`config.mk`:
```
export PLATFORM = sky130hd
export DESIGN_NAME = adder_serial_seq
export DESIGN_NICKNAME = d
export VERILOG_FILES = /design/src/rtl/adder_serial_seq.sv
export SDC_FILE = /design/constraint.sdc
export NUM_CORES = 1
export LEC_CHECK = 0
export CORE_ASPECT_RATIO = 1.1
export CORE_MARGIN = 2
export CORE_UTILIZATION = 23
export DETAILED_ROUTE_END_ITERATION = 10
export SLEW_MARGIN = 20
export SYNTH_ARGS = -nofsm -noshare
export SYNTH_HDL_FRONTEND = slang
export SYNTH_SLANG_ARGS = --single-unit
```
`constraint.sdc`:
```
create_clock -name clk -period 1.4 [get_ports clk]
set_clock_uncertainty 0.1 [all_clocks]
set_input_delay 0.28 -clock clk [delete_from_list [all_inputs] [get_ports clk]]
set_output_delay 0.28 -clock clk [all_outputs]
set_load 0.02 [all_outputs]
```
`src/rtl/adder_serial_seq.sv`:
```
// Bit-serial unsigned adder: {c_out, sum} = a + b + c_in, one bit per clock, LSB first,
// built around a single 1-bit full-adder cell with a valid/ready handshake on each side.

module FullAdderCell (
  input  logic x,
  input  logic y,
  input  logic c_in,
  output logic sum,
  output logic c_out
);
  assign sum   = x ^ y ^ c_in;
  assign c_out = (x & y) | (c_in & (x ^ y));
endmodule

module adder_serial_seq #(
  parameter int WIDTH = 8
) (
  input  logic             clk,
  input  logic             rst,
  input  logic             in_valid,
  output logic             in_ready,
  input  logic [WIDTH-1:0] a,
  input  logic [WIDTH-1:0] b,
  input  logic             c_in,
  output logic             out_valid,
  input  logic             out_ready,
  output logic [WIDTH-1:0] sum,
  output logic             c_out,
  output logic             busy
);
  localparam int CW = $clog2(WIDTH + 1);
  localparam logic [CW-1:0] LAST = CW'(WIDTH - 1);

  typedef enum logic [1:0] {IDLE, RUN, DONE} state_t;

  state_t           state_q, state_d;
  logic [WIDTH-1:0] a_q, a_d, b_q, b_d, sum_q, sum_d;
  logic             carry_q, carry_d;
  logic [CW-1:0]    cnt_q, cnt_d;
  logic             cellSum, cellCarry;
  logic [WIDTH-1:0] sumShifted;

  FullAdderCell u_cell (
    .x     (a_q[0]),
    .y     (b_q[0]),
    .c_in  (carry_q),
    .sum   (cellSum),
    .c_out (cellCarry)
  );

  // Each new sum bit enters at the MSB so that after WIDTH shifts bit 0 sits at the LSB.
  generate
    if (WIDTH == 1) begin : g_narrow
      assign sumShifted = cellSum;
    end else begin : g_wide
      assign sumShifted = {cellSum, sum_q[WIDTH-1:1]};
    end
  endgenerate

  always_comb begin
    state_d   = state_q;
    a_d       = a_q;
    b_d       = b_q;
    sum_d     = sum_q;
    carry_d   = carry_q;
    cnt_d     = cnt_q;
    in_ready  = 1'b0;
    busy      = 1'b0;
    out_valid = 1'b0;
    case (state_q)
      IDLE: begin
        in_ready = 1'b1;
        if (in_valid) begin
          a_d     = a;
          b_d     = b;
          carry_d = c_in;
          cnt_d   = '0;
          state_d = RUN;
        end
      end
      RUN: begin
        busy    = 1'b1;
        sum_d   = sumShifted;
        carry_d = cellCarry;
        a_d     = a_q >> 1;
        b_d     = b_q >> 1;
        cnt_d   = cnt_q + CW'(1);
        if (cnt_q == LAST) begin
          state_d = DONE;
        end
      end
      DONE: begin
        out_valid = 1'b1;
        if (out_ready) begin
          state_d = IDLE;
        end
      end
      default: begin
        state_d = IDLE;
      end
    endcase
  end

  always_ff @(posedge clk) begin
    if (rst) begin
      state_q <= IDLE;
      a_q     <= '0;
      b_q     <= '0;
      sum_q   <= '0;
      carry_q <= 1'b0;
      cnt_q   <= '0;
    end else begin
      state_q <= state_d;
      a_q     <= a_d;
      b_q     <= b_d;
      sum_q   <= sum_d;
      carry_q <= carry_d;
      cnt_q   <= cnt_d;
    end
  end

  // The carry flop holds the final carry once RUN completes, so it doubles as c_out.
  assign sum   = sum_q;
  assign c_out = carry_q;

endmodule

```
==> metrics.md, run 1 <==
| Metric | Value |
|---|---|
| Post-placement cell area | 0.00179 mm² |
| First-pass GRT wire length | 5420 µm |
| CP endpoint kind | primary output |
| Post-synthesis async set-or-reset flop share | 0% |
| Finished Cell Area | 0.00189 mm² |
| Clk root buf | clkbuf_8 |
| Worst Path Max Fanout | 5 |
| H-Tree Depth | 2 |
| CTS hold repair buffers | 0 |
| Gr ovfl total | 0 |
| Worst-Margin Slew | 0.291 ns |
| Slowest cell on crit path | dfxtp_2 |
| CTS tree | built |
| Clock transition at path regs | 0.06 ns |
| Worst hold slack | 0.314 ns |
| Max_cap viols | 0 |
| Critical path, cell by cell | nor2b_2 > buf_4 |
| Vias in the first global route | 1133 |
| YS warnings | 0 |
| CP arrival | 0.99 ns |
| Clk Latency, worst-skew pair | 0.29 ns |
| Yosys top cell by area | dfxtp_1 |
| Post-synth top cells | dfxtp_1 (31), nor2_1 (26), nand2_1 (18) |
| Die area | 0.00627 mm² |
| Post-synth EDFFs | 0 |
| Vias per inst | 4.47 |
| Drt drc | 0 |
| Longest Clk Path Bufs | 2 |
| Final Critical Period | 1.37 ns |
| Synth Net Count | 173 |
| Post-Syn Instances | 150 |
| Clk sinks | 31 |
| PwrDens | 1090 mW/mm² |
| Critical path's largest stage delay | 0.36 ns |
| Buffers added on ports | 32 |
| Remaining antenna violation count | 0 |
| Die Wd | 75.7 µm |
| Placed Cells | 260 |
| Final Hold Viols | 0 |
| Initial DRC Count | 61 |
| RSZ-0062 raised after global routing | yes |
| Routability cong. | 0.763 |
| CTS buffer count | 5 |
| Seq cells post-synth | 31 |
| Sequential cell area fraction in the yosys report | 47.7% |
| Detailed placement HPWL | 2130 µm |
| Via count | 1199 |
| Tcrit/Tclk final | 98.1% |
| Net count, final | 215 |
| Leakage | 0.000761 µW |
| # rows | 28 |
| Pin count of the biggest net entering global routing | 32 |
| Yosys top cell area share | 47.7% |
| WS Path Type | reg -> out |
| Worst path required time | 1.02 ns |
| Initial Util | 23.9% |
| Critical Path Start Type | flop |
| Max-slew violation count | 0 |
| Ranking of synthesized cells by area | dfxtp_1 (48%), a211oi_1 (8.7%), nor2_1 (7.5%) |
| Die extent in y | 82.9 µm |
| Slew margin rel. | 80.6% |
| Post-Syn Area | 0.00130 mm² |
| Post-CTS Setup Repair Bufs | 0 |
| Number of fill cells | 566 |
| Setup tns final | 0 ns |
| # diodes | 0 |
| Peak supply drop | 403 µV |
| Max Freq | 728 MHz |
| Most used DFF post-synth | dfxtp_1 |
| Count leader, synth | dfxtp_1 |
| Synth unique cells | 28 |
| Number of I/O pins | 33 |
| DRT Wirelength | 3130 µm |
| DR pass1 iterations | 5 |
| Layout cells sized above 1 | 17.1% |
| Status | finished clean |
| Final Worst Setup Slack | 0.0270 ns |
| Hold Path Class | in -> reg |
| Dpl ws | -0.250 ns |
| Antenna violations before repair | 0 |
| # setup viols final | 0 |
| Layout area overhead | 45.2% |
| Mean routed wirelength per cell | 11.7 µm |
| Syn avg cell area | 8.67 µm² |
| GRT Util Overall | 11.4% |
| Core ar. | 0.00543 mm² |
| Non-filler cells, final | 268 |
worst paths after layout:
| kind | startpoint | slack (ns) | cells after the start | end |
|---|---|---|---|---|
| setup / recovery | state_q[1] | 0.03 | 2 | out_valid |
| hold / removal | in_valid | 0.31 | 3 | b_q[7] |
| setup reg to reg | state_q[0] | 0.08 | 5 | cnt_q[2] |
| hold reg to reg | sum[0] | 0.35 | 2 | sum[0] |
critical path: cells and delay by family (launching register included):
| family | cells | cell delay, ns |
|---|---|---|
| and+or+nand+nor | 1 | 0.18 |
| DFF | 1 | 0.36 |
| buffers and inverters | 1 | 0.16 |
per-layer routing:
| layer | vias to the layer above | wire length [µm] | GRT usage [%] |
|---|---|---|---|
| met5 | - | 0 | 0 |
| met1 | 540 | 1540 | 15.4 |
| met2 | 37 | 1350 | 15.7 |
| li1 | 615 | - | - |
| met3 | 7 | 190 | 5.22 |
| met4 | 0 | 52 | 4.31 |
stage by stage:
step | total power [µW] | util, %
after floorplan | 1150 | -
after global placement | 1300 | 32.9
after detailed placement | 1300 | 32.9
after CTS | 2080 | 34.5
after global routing | 2170 | 34.8
final | 2060 | 34.8
kinds of logic (layout without fill, tap and decap cells):
| logic type | after synthesis | after routing | synth area share [%] |
|---|---|---|---|
| compound gates | 48 | 48 | 26.6 |
| fa+ha+maj | 2 | 2 | 2.50 |
| flops | 31 | 31 | 47.7 |
| buf+inv | 16 | 59 | 6.16 |
| simple gates | 53 | 53 | 17.0 |
cell type report:
class / count / area, µm² / area share, %
clock buffer: 8 / 100 / 5.30
sequential: 31 / 626 / 33.1
inverter: 4 / 15.0 / 0.795
timing repair buffer: 47 / 447 / 23.7
tap: 75 / 93.8 / 4.97
multi-input combinational: 103 / 607 / 32.1
report_power, final:
| part | switching, µW | leakage, µW | internal (µW) |
|---|---|---|---|
| sequential | 32.6 | 0.000256 | 934 |
| clock | 339 | 0.0000515 | 448 |
| combinational | 147 | 0.000453 | 163 |
timing repair:
action | CTS | global route
pin swaps | 0 | 0
setup endpoints to repair | 12 | 13
resized for setup | 27 | 7
flip-flops by register name, summed over array words and instances (netlist names):
signal,flops
state_q,2
b_q,8
a_q,8
sum,8
cnt_q,4
c_out,1
cells in the final DEF (no fill, tap or decap), types with 3 or more instances in the layout:
cell type / count
dlygate4sd2_1: 6
nand2_1: 18
a211oi_1: 14
a21oi_1: 10
o2bb2ai_1: 5
nor2_1: 26
buf_4: 14
clkbuf_8: 7
o22ai_1: 9
clkdlybuf4s50_1: 19
dfxtp_1: 29
clkdlybuf4s15_1: 3
No activity file was read; power rests on OpenSTA's default activity.
==> run 2, diff against run 1 <==
CORE_ASPECT_RATIO = 1.25   (was 1.1)
==> run 2 against run 1 <==
Net effect:
- global-route usage fell by 1.0 points
- routed wire length rose by 0.89%
- register-to-register slack got worse by 0.03 ns
- core utilization rose by 0.82 points
- maximum frequency rose by 1.8%
- critical path depth rose by 3
- clock-buffer cell count fell by 1
- flip-flop and latch count did not move
- die area barely moved
- cell area rose by 2.6%
==> metrics.md, run 2 (same netlist as run 1, synthesis figures left out) <==
| Metric | Value |
|---|---|
| Die Wd | 71.2 µm |
| Buffers added on ports | 32 |
| Die area | 0.00627 mm² |
| Peak supply drop | 539 µV |
| Core ar. | 0.00544 mm² |
| # rows | 30 |
| GRT Util Overall | 10.4% |
| CTS buffer count | 5 |
| Count of buffer and inverter cells on the critical path | 2 |
| Critical path, cell by cell | buf_4 > o21ba_1 > buf_12 > nor2_1 > a211oi_1 |
| Detailed placement HPWL | 2080 µm |
| Critical Path Start Type | flop |
| Clock transition at path regs | 0.07 ns |
| Layout area overhead | 49.0% |
| Reg2reg start | state_q[1] |
| Slew margin rel. | 85.1% |
| WS Path Type | reg -> reg |
| Max Freq | 742 MHz |
| Pin count of the biggest net entering global routing | 32 |
| Hold Path Class | reg -> reg |
| Worst path required time | 1.48 ns |
| # setup viols final | 0 |
| Most frequent cells in the layout | dfxtp_1 (29), nor2_1 (25), clkdlybuf4s50_1 (19) |
| Setup tns final | 0 ns |
| HP Start | sum[0] |
| H-Tree Depth | 2 |
| First-pass GRT wire length | 5040 µm |
| Worst Path Max Fanout | 17 |
| Antenna violations before repair | 0 |
| Critical path's largest stage delay | 0.34 ns |
| RSZ-0062 raised after global routing | yes |
| R2r setup slk | 0.05 ns |
| Status | finished clean |
| Final Hold Viols | 0 |
| Drt drc | 0 |
| Slowest cell on crit path | dfxtp_2 |
| Initial DRC Count | 57 |
| Initial Util | 23.9% |
| WHS Endpoint | sum[0] |
| Reg2reg end | a_q[2] |
| DRT Wirelength | 3160 µm |
| Layout cells sized above 1 | 20.9% |
| Via count | 1244 |
| Top Family by Delay on Critical Path | compound AO/OA/AOI/OAI gates |
| Tcrit/Tclk final | 96.3% |
| Longest Clk Path Bufs | 2 |
| Remaining antenna violation count | 0 |
| Vias per inst | 4.78 |
| Vias in the first global route | 1053 |
| Routability cong. | 0.740 |
| Max-slew violation count | 0 |
| CP arrival | 1.43 ns |
| # diodes | 0 |
| Gr ovfl total | 0 |
| CTS tree | built |
| Clk Latency, worst-skew pair | 0.28 ns |
| PwrDens | 1020 mW/mm² |
| Commonest non-fill, non-tap cell in the layout | dfxtp_1 |
| Number of I/O pins | 33 |
| Clk sinks | 31 |
| Worst-Margin Slew | 0.224 ns |
| Final Critical Period | 1.35 ns |
| Power Total | 1970 µW |
| Die extent in y | 88.1 µm |
| Clk root buf | clkbuf_8 |
| Max_cap viols | 0 |
| Hold depth | 2 |
| Leakage | 0.000793 µW |
| CP endpoint kind | flop |
| Reg2Reg Depth | 5 |
| Mean routed wirelength per cell | 12.2 µm |
| DR pass1 iterations | 6 |
| Net count, final | 218 |
==> run 2: how the worst max path moves through the flow <==
| stage | from | endpoint | cells after the start |
|---|---|---|---|
| 5_1_grt | state_q[1] | a_q[6] | 5 |
| 4_1_cts | state_q[1] | busy | 3 |
| 3_5_place_dp | in_valid | c_out | 5 |
| 6_report | state_q[1] | a_q[2] | 5 |
| 2_1_floorplan | state_q[0] | a_q[7] | 4 |
| 3_3_place_gp | in_valid | c_out | 5 |
==> run 2: cell type report <==
class                   count  area, µm²
fillers                   559       3510
multi-input cells         103        649
flip-flops and latches     31        626
repair buffers             50        485
well taps                  64       80.1
clock buffers               7       76.3
inverters                   4       15.0
clock inverters             1       5.00
==> run 2: timing repair <==
item                       4_1_cts  5_1_grt
hold buffers                     0        0
setup buffers                    0        2
gates resized for setup         28       13
setup endpoints to repair       13       12
pin swaps                        0        2
==> run 2: metal layers <==
metal	share of wire, %	GRT usage [%]
met3	5.4	2.88
met2	46	15.1
met1	48	14.2
met4	0.66	5.15
met5	0	0
==> run 2: where the power goes <==
group          internal, µW  switching (µW)
Sequential              934            33.7
Clock                   348             321
Combinational           178             157
Total                  1460             513
==> run 2: stage by stage <==
| stage | instances | utilization [%] | instance area (µm²) | setup WS [ns] | hold slack (ns) |
|---|---|---|---|---|---|
| floorplan | 150 | - | 1300 | 0.150 | 0.258 |
| global placement | 250 | 32.9 | 1790 | -0.221 | 0.344 |
| detailed placement | 250 | 32.9 | 1790 | -0.262 | 0.346 |
| CTS | 258 | 34.3 | 1860 | 0.0190 | 0.353 |
| global route | 260 | 35.6 | 1940 | -0.00583 | 0.369 |
| finish | 260 | 35.6 | 1940 | 0.0516 | 0.352 |
==> run 2: worst min-delay path, stage by stage, from the launching register on <==
cell and delay (ns):
dfxtp_1 0.31, nand2_1 0.05, a21oi_1 0.05
==> run 3, diff against run 2 <==
PLACE_DENSITY_LB_ADDON = 0.3   (was default)
==> run 3 against run 2 <==
Net effect:
- power up 5.8%
- setup slack gained 0.00063 ns
- cell count shrank 1.2%
- core utilization is 0.069 points lower
- via count fell by 3.1%
- cell area fell by 0.19%
- register-to-register slack hardly changed
- global-route usage increased by 0.58 points
- largest power group unchanged
- combinational power up 1%
- critical endpoint is now busy
- sequential share of layout area increased by 0.063 points
- routed wire length is 1.4% higher
- largest cell class unchanged
- sequential power is essentially flat
==> metrics.md, run 3 (same netlist as run 1, synthesis figures left out) <==
| Metric | Value |
|---|---|
| Clk sinks | 31 |
| Most frequent cells in the layout | dfxtp_1 (29), nor2_1 (26), clkdlybuf4s50_1 (19) |
| Worst-Margin Slew | 0.545 ns |
| Detailed placement HPWL | 2140 µm |
| Final Hold Viols | 0 |
| CTS buffer count | 5 |
| Longest Clk Path Bufs | 2 |
| Die area | 0.00627 mm² |
| Clk Latency, worst-skew pair | 0.28 ns |
| Critical Path Start Type | flop |
| Initial Util | 23.9% |
| Routability cong. | 0.724 |
| CTS tree | built |
| Number of fill cells | 570 |
| Initial DRC Count | 28 |
| Status | finished clean |
| Max_cap viols | 0 |
| H-Tree Depth | 2 |
| # rows | 30 |
| Clk root buf | clkbuf_8 |
| Register area | 626 µm² |
| CP endpoint kind | primary output |
| Dpl ws | -0.261 ns |
| Non-filler cells, final | 257 |
| Slowest cell on crit path | dfxtp_2 |
| Gr ovfl total | 0 |
| Antenna violations before repair | 0 |
| RSZ-0062 raised after global routing | no |
| Worst path required time | 1.02 ns |
| Worst Path Max Fanout | 4 |
| Critical path, cell by cell | nand2b_1 > inv_2 > buf_4 |
| Final Worst Setup Slack | 0.0522 ns |
| CTS hold repair buffers | 0 |
| Commonest non-fill, non-tap cell in the layout | dfxtp_1 |
| DRT Wirelength | 3200 µm |
| Cell Int Power | 1570 µW |
| Finished Cell Area | 0.00193 mm² |
| Post-placement cell area | 0.00178 mm² |
| Clock power frac | 37.5% |
| Switching pwr | 522 µW |
| Clock transition at path regs | 0.07 ns |
| Worst hold slack | 0.349 ns |
| Area of the multi-input gates | 637 µm² |
| Pin count of the biggest net entering global routing | 32 |
| Logic pwr share | 16.3% |
| Post-CTS Setup Repair Bufs | 0 |
| # diodes | 0 |
| Via count | 1206 |
| Placed Cells | 248 |
| Max Freq | 742 MHz |
| Die extent in y | 88.1 µm |
| Vias in the first global route | 1141 |
| Final Critical Period | 1.35 ns |
| WS Path Type | reg -> out |
| Hold Path Class | reg -> reg |
| Number of I/O pins | 33 |
| First-pass GRT wire length | 5380 µm |
| Layout cells sized above 1 | 19.2% |
| CP arrival | 0.97 ns |
| Remaining antenna violation count | 0 |
| Net count, final | 215 |
| Drt drc | 0 |
| Die Wd | 71.2 µm |
| PwrDens | 1080 mW/mm² |
| # setup viols final | 0 |
| Max-slew violation count | 0 |
| DR pass1 iterations | 4 |
| Vias per inst | 4.69 |
| Layout area overhead | 48.7% |
| Mean routed wirelength per cell | 12.5 µm |
| Buffers added on ports | 32 |
| Peak supply drop | 395 µV |
| Sw frac | 25.0% |
| Leakage | 0.000784 µW |
| Core ar. | 0.00544 mm² |
| Slew margin rel. | 63.6% |
| Critical path's largest stage delay | 0.33 ns |
| GRT Util Overall | 11.0% |
| Sequential share of power | 46.3% |
| Tcrit/Tclk final | 96.3% |
[run 3: area by class of cell]
class | instances | share of cell area [%]
clock buffers | 8 | 5.18
inverters | 4 | 0.777
multi-input cells | 103 | 32.9
flip-flops and latches | 31 | 32.4
well taps | 64 | 4.14
repair buffers | 47 | 24.6
[run 3: stage by stage]
step,power [µW],TNS (ns),utilization [%]
finish,2090,0,35.5
global route,2190,0,35.5
CTS,2080,0,34.1
detailed placement,1310,-4.74,32.7
global placement,1310,-4.08,32.7
floorplan,1150,0,-
[run 3: power groups by stage]
stage	logic, µW	registers, µW	clock network [µW]
final	339	966	783
after global routing	377	973	837
after CTS	317	967	798
after detailed placement	325	986	0
after global placement	323	986	0
after floorplan	164	989	0
[run 3: per-layer routing]
| metal | GRT usage, % | wire, µm | up-vias | share of wire [%] |
|---|---|---|---|---|
| met5 | 0 | 0 | - | 0 |
| met4 | 4.63 | 57 | 0 | 1.8 |
| met3 | 3.57 | 175 | 7 | 5.5 |
| met2 | 17.4 | 1410 | 34 | 44 |
| met1 | 13.7 | 1560 | 545 | 49 |
| li1 | - | - | 620 | - |
[run 3: final timing paths]
kind                            cells after the start  slack (ns)       end       start
worst max-delay path                                3        0.05      busy  state_q[1]
worst min-delay path                                2        0.35    sum[0]      sum[0]
worst max register to register                      5        0.06  cnt_q[2]  state_q[0]
worst min register to register                      2        0.35    sum[0]      sum[0]
[run 3: worst max-delay path: cells and delay by family (launching register included)]
kind	cells	cell delay, ns
and+or+nand+nor	1	0.16
buffers and inverters	2	0.20
DFF	1	0.33
[run 3: timing repair]
action                                  4_1_cts  5_1_grt
hold endpoints to repair                      0        0
endpoints found under the setup margin       12       19
gates resized for setup                      23       16
cloned                                        0        1
